[config.mk]
export PLATFORM = sky130hd
export DESIGN_NAME = mdu_rv32
export DESIGN_NICKNAME = d
export VERILOG_FILES = /design/src/rtl/mdu_rv32.sv
export SDC_FILE = /design/constraint.sdc
export NUM_CORES = 1
export LEC_CHECK = 0
export ABC_CLOCK_PERIOD_IN_PS = 15300
export BUFFER_PORTS_ARGS = -buffer_cell sky130_fd_sc_hd__buf_2
export CAP_MARGIN = 5
export CORE_UTILIZATION = 25
export CTS_CLUSTER_SIZE = 25
export DETAILED_ROUTE_END_ITERATION = 12
export MAX_ROUTING_LAYER = met4
export PLACE_DENSITY_LB_ADDON = 0.15
export SLEW_MARGIN = 20
export SYNTH_ARGS = -nofsm -noshare
export SYNTH_HDL_FRONTEND = slang
export SYNTH_SLANG_ARGS = --single-unit
[constraint.sdc]
create_clock -name clk -period 15.3 [get_ports clk]
set_clock_uncertainty 0.2 [all_clocks]
set_input_delay 3.06 -clock clk [delete_from_list [all_inputs] [get_ports clk]]
set_output_delay 3.06 -clock clk [all_outputs]
set_load 0.01 [all_outputs]
[src/rtl/mdu_rv32.sv]
// Iterative RV32M multiply/divide unit: 32 shift-add or restoring-divide steps plus one fix-up cycle.
// Every operation takes the same number of cycles, so the pipeline can stall on busy alone.
module mdu_rv32 #(
  parameter int XLEN = 32
) (
  input  logic            clk,
  input  logic            rst,
  input  logic            start,
  input  logic            kill,
  input  logic [2:0]      funct3,
  input  logic [XLEN-1:0] da,
  input  logic [XLEN-1:0] db,
  output logic            busy,
  output logic            done,
  output logic [XLEN-1:0] result
);

  localparam int CW = $clog2(XLEN) + 1;

  typedef enum logic [1:0] {IDLE, RUN, FIX, DONE} state_t;

  state_t            state_q, state_d;
  logic [CW-1:0]     cnt_q, cnt_d;
  logic [2:0]        op_q, op_d;
  logic              sa_q, sa_d, sb_q, sb_d;
  logic [XLEN-1:0]   b_q, b_d;
  logic [2*XLEN-1:0] prod_q, prod_d;
  logic [XLEN:0]     rem_q, rem_d;
  logic [XLEN-1:0]   result_q, result_d;

  // Operand signedness: MULH/MULHSU treat rs1 as signed, MULH/DIV/REM both.
  logic            sgn_a, sgn_b, neg_a, neg_b;
  logic [XLEN-1:0] abs_a, abs_b;

  assign sgn_a = (funct3 == 3'b001) || (funct3 == 3'b010) || (funct3[2] && !funct3[0]);
  assign sgn_b = (funct3 == 3'b001) || (funct3[2] && !funct3[0]);
  assign neg_a = sgn_a && da[XLEN-1];
  assign neg_b = sgn_b && db[XLEN-1];
  assign abs_a = neg_a ? -da : da;
  assign abs_b = neg_b ? -db : db;

  // Multiply step: add multiplicand into the upper half when the multiplier LSB is set, then shift right.
  logic [XLEN:0]     mul_sum;
  logic [2*XLEN-1:0] mul_next;

  assign mul_sum  = {1'b0, prod_q[2*XLEN-1:XLEN]} + {1'b0, b_q};
  assign mul_next = prod_q[0] ? {mul_sum, prod_q[XLEN-1:1]} : {1'b0, prod_q[2*XLEN-1:1]};

  // Divide step: dividend shifts out of prod_q[XLEN-1:0] while quotient bits shift in.
  logic [XLEN+1:0]   rem_sh, rem_diff;
  logic              q_bit;
  logic [XLEN:0]     rem_next;
  logic [2*XLEN-1:0] div_next;

  assign rem_sh   = {rem_q, prod_q[XLEN-1]};
  assign rem_diff = rem_sh - {2'b00, b_q};
  assign q_bit    = ~rem_diff[XLEN+1];
  assign rem_next = q_bit ? rem_diff[XLEN:0] : rem_sh[XLEN:0];
  assign div_next = {prod_q[2*XLEN-1:XLEN], prod_q[XLEN-2:0], q_bit};

  // Final sign fix-up and corner values.
  logic [2*XLEN-1:0] prod_fix;
  logic [XLEN-1:0]   quo, rem, fix_val;
  logic              b_zero;

  assign prod_fix = (sa_q ^ sb_q) ? -prod_q : prod_q;
  assign quo      = prod_q[XLEN-1:0];
  assign rem      = rem_q[XLEN-1:0];
  assign b_zero   = (b_q == '0);

  always_comb begin
    fix_val = '0;
    case (op_q)
      3'b000:                 fix_val = prod_fix[XLEN-1:0];
      3'b001, 3'b010, 3'b011: fix_val = prod_fix[2*XLEN-1:XLEN];
      3'b100, 3'b101:         fix_val = b_zero ? '1 : ((sa_q ^ sb_q) ? -quo : quo);
      // With a zero divisor the remainder register ends up holding |da|, so restoring da's sign yields da.
      default:                fix_val = sa_q ? -rem : rem;
    endcase
  end

  always_comb begin
    state_d  = state_q;
    cnt_d    = cnt_q;
    op_d     = op_q;
    sa_d     = sa_q;
    sb_d     = sb_q;
    b_d      = b_q;
    prod_d   = prod_q;
    rem_d    = rem_q;
    result_d = result_q;
    case (state_q)
      IDLE: begin
        if (start && !kill) begin
          state_d = RUN;
          op_d    = funct3;
          sa_d    = neg_a;
          sb_d    = neg_b;
          b_d     = abs_b;
          prod_d  = {{XLEN{1'b0}}, abs_a};
          rem_d   = '0;
          cnt_d   = '0;
        end
      end
      RUN: begin
        if (kill) begin
          state_d = IDLE;
        end else begin
          cnt_d  = cnt_q + 1'b1;
          prod_d = op_q[2] ? div_next : mul_next;
          rem_d  = op_q[2] ? rem_next : rem_q;
          if (cnt_q == CW'(XLEN - 1)) state_d = FIX;
        end
      end
      FIX: begin
        if (kill) begin
          state_d = IDLE;
        end else begin
          result_d = fix_val;
          state_d  = DONE;
        end
      end
      default: state_d = IDLE;
    endcase
  end

  always_ff @(posedge clk or posedge rst) begin
    if (rst) begin
      state_q  <= IDLE;
      cnt_q    <= '0;
      op_q     <= '0;
      sa_q     <= 1'b0;
      sb_q     <= 1'b0;
      b_q      <= '0;
      prod_q   <= '0;
      rem_q    <= '0;
      result_q <= '0;
    end else begin
      state_q  <= state_d;
      cnt_q    <= cnt_d;
      op_q     <= op_d;
      sa_q     <= sa_d;
      sb_q     <= sb_d;
      b_q      <= b_d;
      prod_q   <= prod_d;
      rem_q    <= rem_d;
      result_q <= result_d;
    end
  end

  assign busy   = (state_q == RUN) || (state_q == FIX);
  assign done   = (state_q == DONE);
  assign result = result_q;

endmodule

==> impl_metrics.env <==
export IMPL_cts_htree_levels=4
export IMPL_post_cts_resized=0
export IMPL_rows=88
export IMPL_core_um2=58100
export IMPL_wl_per_cell_um=20.8
export IMPL_yosys_most_used_dff="dfrtp_1"
export IMPL_gp_congestion=0.871
export IMPL_drive_above_1_share_pct=10.4
export IMPL_drt_total_wl_mm=55.4
export IMPL_hold_viol=0
export IMPL_cts_hold_buf=0
export IMPL_viasPerCell=5.19
export IMPL_relSlewSlack_pct=26.5
export IMPL_worst_pin_slew_ns=1.10
export IMPL_vias=13823
export IMPL_grt_max_degree=73
export IMPL_ys_types=81
export IMPL_synthTopCellsByCount="243 x nand2_1, 174 x dfrtp_1, 160 x o21ai_0"
export IMPL_setup_ws_ns=9.83
export IMPL_post_route_period_util_pct=35.8
export IMPL_placed_area_um2=16100
export IMPL_ys_ff_latch=174
export IMPL_crit_type="input port to flip-flop"
export IMPL_cp_start_kind="input port"
export IMPL_synth_area_leader_cell="dfrtp_1"
export IMPL_cts_tree="yes"
export IMPL_drcViolationCount=0
export IMPL_post_cts_setup_buffer_count=0
export IMPL_synthToLayoutAreaGrowth_pct=12.6
export IMPL_stdcell_count=2664
export IMPL_whs_ns=0.285
export IMPL_fin_tns_setup_ns=0
export IMPL_fp_dieArea_um2=60300
export IMPL_final_util_pct=28.7
export IMPL_grtUsageTotal_pct=19.1
export IMPL_dpl_cell_count=2631
export IMPL_setup_violations=0
export IMPL_yosysTopAreaCellShare_pct=29.4
export IMPL_clock_path_buffers=2
export IMPL_die_h_um=245
export IMPL_drt_pass1_iterations=5
export IMPL_ir_worst_vdd_v=0.000121
export IMPL_start_util_pct=25.5
export IMPL_drv_cap=0
export IMPL_hp_class="flip-flop to flip-flop"
export IMPL_slowest_delay_ns=0.57
export IMPL_die_w_um=245
export IMPL_synthArstFlopShare_pct=100
export IMPL_arrival_ns=5.62
export IMPL_cts_buffers=17
export IMPL_nets=2031
export IMPL_dp_hpwl_mm=42.8
export IMPL_power_density_nw_per_um2=225
export IMPL_drt_iter0_drc=925
export IMPL_path_cells="buf_2 -> or4_1 -> or4_1 -> nor3_1 -> a31o_2 -> o21ai_1 -> xnor2_1 -> nor2_1 -> a21oi_1 -> o21ai_1"
export IMPL_synthTopCellsByArea="dfrtp_1 29%, xor2_1 6.5%, ha_1 6.2%"
export IMPL_syn_area_um2=14800
export IMPL_cts_root_buffer="clkbuf_16"
export IMPL_synth_edf_count=0
export IMPL_power_leakage_nw=7.21
export IMPL_grt_ovfl_total=0
export IMPL_grt_pass1_wl_mm=84.6
export IMPL_p_total_mw=3.75
export IMPL_clkSinkCount=174
export IMPL_rsz0062_at_grt="false"
export IMPL_syn_area_per_cell_um2=8.08
export IMPL_report_final_slew_viol_count=0
export IMPL_clk_pin_slew_ns=0.07
export IMPL_ant_nets=0
export IMPL_synth_fp_nets=1980
export IMPL_clk_latency_ns=0.51
export IMPL_cp_data_required_time_ns=15.45
export IMPL_stdcell_area_um2=16700
export IMPL_fill_cells=6367
export IMPL_outcome="finished, final reports clean"
export IMPL_ys_seq_area_share_pct=29.4
export IMPL_ys_warn_count=0
export IMPL_crit_path_end_kind="flip-flop"
export IMPL_path_max_fanout=5
export IMPL_slowest_stage="or4_1"
export IMPL_min_period_ns=5.47
export IMPL_pre_cts_slack_ns=9.34
export IMPL_io_pins=105
export IMPL_portBuffers=104
export IMPL_synth_cells=1834
export IMPL_fmax_ghz=0.183
export IMPL_grt_pass1_vias=13297
export IMPL_synth_most_common_cell="nand2_1"
export IMPL_antenna_found_initial=1
[state kept, by name, indices dropped and copies added, names as in the netlist]
name	flops
result	32
cnt_q	6
sb_q	1
sa_q	1
b_q	32
op_q	3
prod_q	64
rem_q	33
state_q	2
[placed cells by master (no fill, tap or decap), types with 72 or more instances in the layout]
cell and instances:
a21oi_1 132, buf_2 104, dfrtp_1 173, ha_1 73, mux2i_1 72, nand2_1 243
nor2_1 123, o21ai_0 160, xnor2_1 96, xor2_1 109
[area by class of cell]
cell class	count	area, um^2	share of cell area [%]
repair buffers	126	686	4.11
clock inverters	14	121	0.727
flip-flops and latches	174	4360	26.1
inverters	66	253	1.51
multi-input cells	1500	9870	59.2
clock buffers	18	439	2.63
well taps	765	957	5.74
diodes	1	2.50	0.0150
[power breakdown]
part           leakage [nW]  switching (mW)  total, mW  internal (mW)
logic                  4.70            1.44       2.32          0.888
clock network         0.264           0.227      0.443          0.216
registers              2.25           0.353      0.986          0.633
[critical path: cells and delay by family]
family / cells / cell delay (ns)
AO/OA/AOI/OAI: 4 / 0.62
XOR/XNOR: 1 / 0.16
AND/OR/NAND/NOR: 4 / 1.65
buffers and inverters: 1 / 0.13
[path summary, 6_finish.rpt]
kind                       startpoint    endpoint  slack [ns]  cells after the start
setup / recovery                da[7]  prod_q[28]        9.83                     10
hold / removal              result[9]   result[9]        0.28                      2
setup reg to reg            prod_q[0]  result[22]       10.25                     11
hold reg to reg             result[9]   result[9]        0.28                      2
max in group asynchronous         rst     op_q[2]       11.18                      3
min in group asynchronous         rst   prod_q[3]        2.41                      2
[kinds of logic after synthesis]
kind of cell    Yosys count  share of synthesized area, %
compound gates          577                          24.4
xor+xnor                208                          12.4
fa+ha+maj                75                          6.43
buf+inv                 160                          4.19
flops                   174                          29.4
mux                      76                          5.17
simple gates            564                          18.0
[per-layer routing]
layer | share of wire (%) | vias up | GRT usage (%)
met1 | 47 | 6817 | 25.2
li1 | - | 6755 | -
met5 | 0 | - | -
met3 | 3.8 | 28 | 3.28
met4 | 1.3 | 0 | 4.46
met2 | 47 | 223 | 30.4
Note: power is estimated with default switching activity, not from simulation.
